`src/rtl/flash_wr_seq.sv`:
```
// flash_wr_seq: sequences CPU writes into flash WE_n pulses and DTACK_n.
// Optional busy timeout: `define FLASH_WR_TIMEOUT_EN.
module flash_wr_seq #(
   parameter int WE_SETUP = 1,
   parameter int WE_PULSE = 2,
   parameter int WE_HOLD  = 1,
   parameter int BUSY_DLY = 2,
   parameter int TIMEOUT  = 20000
) (
   input  logic CLKCPU,
   input  logic RESET_n,
   input  logic AS_CPU_n,
   input  logic DS_n,
   input  logic RW_n,
   input  logic FLASH_ACCESS,
   input  logic WRITE_EN,
   input  logic FLASH_BUSY_n,
   output logic FLASH_WE_n,
   output logic DTACK_n,
   output logic WR_ACTIVE,
   output logic WR_ERR
);

   typedef enum logic [2:0] {
      IDLE, SETUP, PULSE, HOLD, BUSY_WAIT, ACK
   } state_t;

   localparam logic [2:0] SETUP_LAST = 3'(WE_SETUP - 1);
   localparam logic [2:0] PULSE_LAST = 3'(WE_PULSE - 1);
   localparam logic [2:0] HOLD_LAST  = 3'(WE_HOLD - 1);
   localparam logic [2:0] BUSY_IGN   = 3'(BUSY_DLY);

   state_t     state, state_nxt;
   logic [2:0] cnt, cnt_nxt;
   logic       abort, abort_nxt, abort_now;
   logic       busy_s1, busy_s2;
   logic       req, busy_rdy, tmo_hit;

   assign req = !AS_CPU_n && !DS_n && !RW_n && FLASH_ACCESS;
   assign busy_rdy = (cnt >= BUSY_IGN) && busy_s2;

   always_comb begin
      state_nxt = state;
      cnt_nxt   = cnt + 3'd1;
      abort_nxt = abort;
      abort_now = abort | AS_CPU_n;
      unique case (state)
         IDLE: begin
            cnt_nxt   = '0;
            abort_nxt = 1'b0;
            if (req) state_nxt = WRITE_EN ? SETUP : ACK;
         end
         SETUP: begin
            if (AS_CPU_n) begin
               state_nxt = IDLE;
               cnt_nxt   = '0;
            end else if (cnt == SETUP_LAST) begin
               state_nxt = PULSE;
               cnt_nxt   = '0;
            end
         end
         // an abort here is deferred so the pulse is never cut short
         PULSE: begin
            abort_nxt = abort_now;
            if (cnt == PULSE_LAST) begin
               cnt_nxt = '0;
               if (WE_HOLD != 0) state_nxt = HOLD;
               else state_nxt = abort_now ? IDLE : BUSY_WAIT;
            end
         end
         HOLD: begin
            abort_nxt = abort_now;
            if (cnt == HOLD_LAST) begin
               cnt_nxt   = '0;
               state_nxt = abort_now ? IDLE : BUSY_WAIT;
            end
         end
         BUSY_WAIT: begin
            cnt_nxt = (cnt < BUSY_IGN) ? cnt + 3'd1 : cnt;
            if (AS_CPU_n) begin
               state_nxt = IDLE;
               cnt_nxt   = '0;
            end else if (busy_rdy || tmo_hit) begin
               state_nxt = ACK;
               cnt_nxt   = '0;
            end
         end
         ACK: begin
            cnt_nxt = '0;
            if (AS_CPU_n) state_nxt = IDLE;
         end
         default: begin
            state_nxt = IDLE;
            cnt_nxt   = '0;
         end
      endcase
   end

   always_ff @(posedge CLKCPU) begin
      if (!RESET_n) begin
         state      <= IDLE;
         cnt        <= '0;
         abort      <= 1'b0;
         busy_s1    <= 1'b1;
         busy_s2    <= 1'b1;
         FLASH_WE_n <= 1'b1;
         DTACK_n    <= 1'b1;
         WR_ACTIVE  <= 1'b0;
      end else begin
         state      <= state_nxt;
         cnt        <= cnt_nxt;
         abort      <= abort_nxt;
         busy_s1    <= FLASH_BUSY_n;
         busy_s2    <= busy_s1;
         FLASH_WE_n <= state_nxt != PULSE;
         DTACK_n    <= state_nxt != ACK;
         WR_ACTIVE  <= state_nxt != IDLE;
      end
   end

`ifdef FLASH_WR_TIMEOUT_EN
   logic [15:0] tmo_cnt;

   assign tmo_hit = tmo_cnt == 16'(TIMEOUT - 1);

   always_ff @(posedge CLKCPU) begin
      if (!RESET_n) begin
         tmo_cnt <= '0;
         WR_ERR  <= 1'b0;
      end else begin
         tmo_cnt <= (state == BUSY_WAIT) ? tmo_cnt + 16'd1 : '0;
         if (state == BUSY_WAIT && state_nxt == ACK && !busy_rdy)
            WR_ERR <= 1'b1;
      end
   end
`else
   assign tmo_hit = 1'b0;
   assign WR_ERR  = 1'b0 & (TIMEOUT != 0);
`endif

endmodule

```
`config.mk`:
```
export PLATFORM = sky130hd
export DESIGN_NAME = flash_wr_seq
export DESIGN_NICKNAME = d
export VERILOG_FILES = /design/src/rtl/flash_wr_seq.sv
export SDC_FILE = /design/constraint.sdc
export NUM_CORES = 1
export LEC_CHECK = 0
export CORE_MARGIN = 8
export CORE_UTILIZATION = 50
export DETAILED_ROUTE_END_ITERATION = 8
export MAX_ROUTING_LAYER = met4
export PLACE_DENSITY = 0.75
export SLEW_MARGIN = 15
export SYNTH_ARGS = -nofsm -noshare
export SYNTH_HDL_FRONTEND = slang
export SYNTH_SLANG_ARGS = --single-unit
export TNS_END_PERCENT = 30
```
`constraint.sdc`:
```
create_clock -name CLKCPU -period 3.95 [get_ports CLKCPU]
set_clock_uncertainty 0.2 [all_clocks]
set_input_delay 0.9875 -clock CLKCPU [delete_from_list [all_inputs] [get_ports CLKCPU]]
set_output_delay 0.9875 -clock CLKCPU [all_outputs]
set_load 0.03 [all_outputs]
```
# Word level (Yosys, flattened, before mapping)
# Cells that the tools add are included.
# op_classes
n_addsub,1
magnitude_cmp,2
eq_ne,9
n_mux,19
n_bitwise,1
reduce_logical,12
# op_table
cell,count
3-bit two-way mux,16
3-bit one-hot mux with 6 select lines,1
3-bit one-hot mux with 4 select lines,1
3-bit by 1-bit == test with 1-bit output (second input constant),2
3-bit by 2-bit == test with 1-bit output (second input constant),2
3-bit == test (second input constant),2
3-bit logical NOT,2
1-bit logical AND,4
4-bit != test (second input constant),1
3-bit by 1-bit adder with 3-bit output (second input constant),1
3-bit by 2-bit >= comparator with 1-bit output (second input constant),1
1-bit logical NOT,3
3-bit by 2-bit < comparator with 1-bit output (second input constant),1
3-bit by 2-bit != test with 1-bit output (second input constant),1
3-bit != test (second input constant),1
3-bit nonzero test,1
1-bit one-hot mux with 2 select lines,1
2-bit nonzero test,1
2-bit OR reduction,1
1-bit OR,1
# word_totals
register_bits,12
input_bits,8
output_inout_bits,4
word_cells,52

# Logic depth before layout (Yosys ltp)
# logic_depth
ltp_word,7
depth_mapped,6

# Least setup slack after synthesis
# Ideal clock, no wire load.
# synth_timing
path_type,input to register
from,in AS_CPU_n
to,reg cnt[2]
setup_time_ns,0.074
arrival_time_ns,1.901
required_ns,3.676
setup_slack_ns,1.775
stages,4
path_cell_list,or3b_4 > nor3_4 > o221ai_1 > a31oi_1
# synth_via
elab_chain_cells,2
# synth_rtl
item,line,text
start: declaration,12,"input logic AS_CPU_n,"
3-bit two-way mux (on tied branches),"80, 54",
3-bit one-hot mux with 4 select lines,47,unique case (state)
end signal: assignment,111,cnt <= cnt_nxt;
end: declaration,34,"logic [2:0] cnt, cnt_nxt;"
# Several ways; a longest one is shown, not always the timed one.
# A chain may end at the register's enable or synchronous reset.

# Final worst setup path
# layout_timing
from,in AS_CPU_n
to,reg FLASH_WE_n
# layout_via
elab_chain_cells,7
# layout_rtl
item,line,text
1-bit logical NOT,39,assign req = !AS_CPU_n && !DS_n && !RW_n && FLASH_ACCESS;
1-bit logical AND (3 in a row),39,
3-bit two-way mux,51,if (req) state_nxt = WRITE_EN ? SETUP : ACK;
3-bit one-hot mux with 6 select lines (*),47,
3-bit by 2-bit != test with 1-bit output (*),115,FLASH_WE_n <= state_nxt != PULSE;
end signal: assignment,106,FLASH_WE_n <= 1'b1;
end signal: assignment,115,
end: declaration,18,"output logic FLASH_WE_n,"
# Mark *: on every way between the ends. The rest lies on a longest branch, timed or not.

==> summary.txt <==
Routing
  • 1st-pass router iterations: 4
  • Routed wire length: between 1000 and 1500 um
  • Iteration-0 DRC Markers: 8
  • # DRC: 0
  • Via count: 604
  • Final ANT Viol Nets: 0
  • Post-DR wirelength/cell: 13.90 um
  • Vias per inst: approximately 5.7

Min path
  • Hold Crit Start: busy_s1$_SDFF_PN1_
  • Hold path cells: 1
  • Hold Crit Endpoint: busy_s2$_SDFF_PN1_
  • HP Class: reg2reg

Timing
  • Final Critical Period: 2523 ps
  • RSZ-0062 raised after global routing: no
  • Final period util: 0.6389
  • Final count of hold timing violations: 0
  • Max Slew Vio Count: 0
  • Fmax: ~400 MHz
  • Setup tns final: 0 ps
  • Setup-failing EPs final: 0

Cells and area
  • Ant. Diodes: 0
  • Final core utilization: 0.5961
  • Fill cells: approximately 130
  • Area occupied by multi-input gates: between 400 and 500 sq um
  • Share of cells above drive strength 1: 0.1778
  • Area grow syn2layout: 13.80%
  • Sequential cell area: 240.2 sq um
  • Final net count: 103

Synthesis
  • Warnings, synthesis: 0
  • Syn Nets: roughly 90
  • Area contributors post-synth: dfxtp_1 (31%), ha_1 (6.5%), and2b_2 (5.7%)
  • Cells after Synth: 80
  • Ys async rst share: 0
  • Commonest cells post-synth: dfxtp_1 (12), nor2_1 (7), and2b_2 (5)
  • Cell taking the most area after synthesis: dfxtp_1
  • Seq/Total Area, Yosys: 0.3117
  • Avg Cell Area, Syn: between 9 and 10 sq um
  • Count of different cell masters after synthesis: 35
  • Post-synth EDFFs: 0
  • Most numerous cell in the Yosys netlist: dfxtp_1
  • Flops & latches, synth: 12
  • Post-synth top area share: 0.3117
  • Top_reg_cell synth: dfxtp_1
  • Post-Synthesis Cell Area: between 700 and 800 sq um

Global routing
  • First-pass GRT wire length: 2622 um
  • Number of global-route vias before repair: roughly 600
  • All-Layer GR Usage: 0.1006
  • Grt total ovfl: 0
  • Largest net degree at the start of global routing: 13
  • Initial antenna violation count: 0

Placed design
  • Hpwl dp: roughly 1200 um
  • RD Place Congestion: roughly 0.8
  • Port Buf Inserts: 10

Floorplan
  • Die ar.: approximately 3000 sq um
  • Die Wd: ~55 um
  • Rows: 14
  • Initial core utilization: 0.5238
  • Total core area: roughly 1500 sq um
  • I/O Pins: 12
  • Die Y: around 55 um

CTS
  • Maximum root-to-sink buffer count: 2
  • # H-tree levels: 1
  • CTS Buf Count: 3
  • CTS hold repair buffers: 0
  • Worst-path clk slew: roughly 70 ps
  • CTS sink count: 12
  • Setup bufs post-CTS: 0
  • TritonCTS clock tree: yes
  • Skew-Pair Late Insertion Delay: between 200 and 300 ps
  • CTS root buffer: clkbuf_4
  • Cts repair resizes: 0

Worst setup path
  • Critical path peak fanout: 6
  • Data required, critical path: ~4000 ps
  • Critical path class: in2reg
  • Reg-to-reg slack, setup: between 1500 and 2000 ps
  • Crit end category: flip-flop
  • Arr. time, crit path: 2460 ps
  • Startpoint types: input pin
  • R2r startpoint: cnt[0]$_SDFFE_PN0P_
  • R2R cell count: 6
  • Worst reg2reg endpoint: FLASH_WE_n$_SDFF_PN1_

Power and ir drop
  • Static leakage: between 0.3 and 0.4 nW
  • Pwr Density: between 200 and 300 nW/um^2
  • Maximum vdd drop: roughly 230 uV

Status
  • Outcome: complete, no violations

Job
  • MaxCap Viol Count: 0
cell type report:
type	count	share of cell area
Clock buffer	4	0.04137
Inverter	3	0.01284
Multi-Input combinational cell	61	0.5350
Sequential cell	12	0.2739
Tap cell	16	0.02282
Timing Repair Buffer	10	0.1141
power by group:
part / internal [W] / switching, W / total, W
Combinational: 0.0000109 / 0.00000980 / 0.0000207
Clock: 0.0000560 / 0.0000434 / 0.0000994
Sequential: 0.000123 / 0.00000208 / 0.000125
state kept, by name (all words and copies together) (netlist names):
signal and count:
FLASH_WE_n 1, busy_s2 1, state 3, DTACK_n 1, WR_ACTIVE 1, abort 1, cnt 3, busy_s1 1
cell usage in the layout (no fill, tap or decap), types with 2 or more instances in the layout:
master / count
and2b_2: 5
nand2b_1: 3
nand4_1: 2
nand3b_1: 2
dfxtp_1: 12
nor2_1: 7
o221ai_1: 4
nor3_1: 2
nand2_1: 4
a211oi_1: 2
clkbuf_4: 3
o21ai_0: 2
clkdlybuf4s50_1: 10
inv_1: 3
mux2i_1: 2
nor2b_1: 2
nor3_4: 2
ha_1: 4
a21oi_1: 3
critical path, stage by stage:
cell and delay [ps]:
clkdlybuf4s50_1 560, or3b_4 210, o21bai_2 140, nand4_1 140, or4_1 420
through the flow:
stage / area [sq um] / total power [W] / hold slack, ps / worst slack (ps) / cells
CTS: 877.1 / 0.0002474 / 216.7 / 1437 / 106
detailed placement: 840.8 / 0.0001483 / 199.1 / 1156 / 102
global route: 877.1 / 0.0002556 / 224.1 / 1348 / 106
finish: 877.1 / 0.0002450 / 209.5 / 1427 / 106
global placement: 840.8 / 0.0001483 / 189.7 / 1172 / 102
floorplan: 770.7 / 0.0001396 / 186.3 / 1775 / 80
how the worst max path moves through the flow:
| stage | slack (ps) | endpoint | cells after the start | from |
|---|---|---|---|---|
| after floorplan | 1780 | cnt[2]$_SDFFE_PN0P_ | 4 | AS_CPU_n |
| after global routing | 1350 | cnt[0]$_SDFFE_PN0P_ | 5 | AS_CPU_n |
| after detailed placement | 1160 | FLASH_WE_n$_SDFF_PN1_ | 5 | AS_CPU_n |
| after CTS | 1440 | FLASH_WE_n$_SDFF_PN1_ | 5 | AS_CPU_n |
| after global placement | 1170 | FLASH_WE_n$_SDFF_PN1_ | 5 | AS_CPU_n |
| final | 1430 | FLASH_WE_n$_SDFF_PN1_ | 5 | AS_CPU_n |
logic make-up (layout without fill, tap and decap cells):
| logic type | Yosys count | in the layout | share of synthesized area |
|---|---|---|---|
| adders and majority gates | 4 | 4 | 0.06494 |
| AOI/OAI and AO/OA | 19 | 19 | 0.2078 |
| DFF | 12 | 12 | 0.3117 |
| buffers and inverters | 7 | 17 | 0.07955 |
| muxes | 2 | 2 | 0.02598 |
| other | 1 | 1 | 0.004865 |
| and+or+nand+nor | 35 | 35 | 0.3052 |
routing by layer:
layer,vias up,wire length (um),track usage
met5,-,0,-
met1,276,738,0.1207
met4,0,17,0.01056
met3,2,74,0.04566
li1,313,-,-
met2,13,643,0.1554
Power figures use the tool's default switching activity.
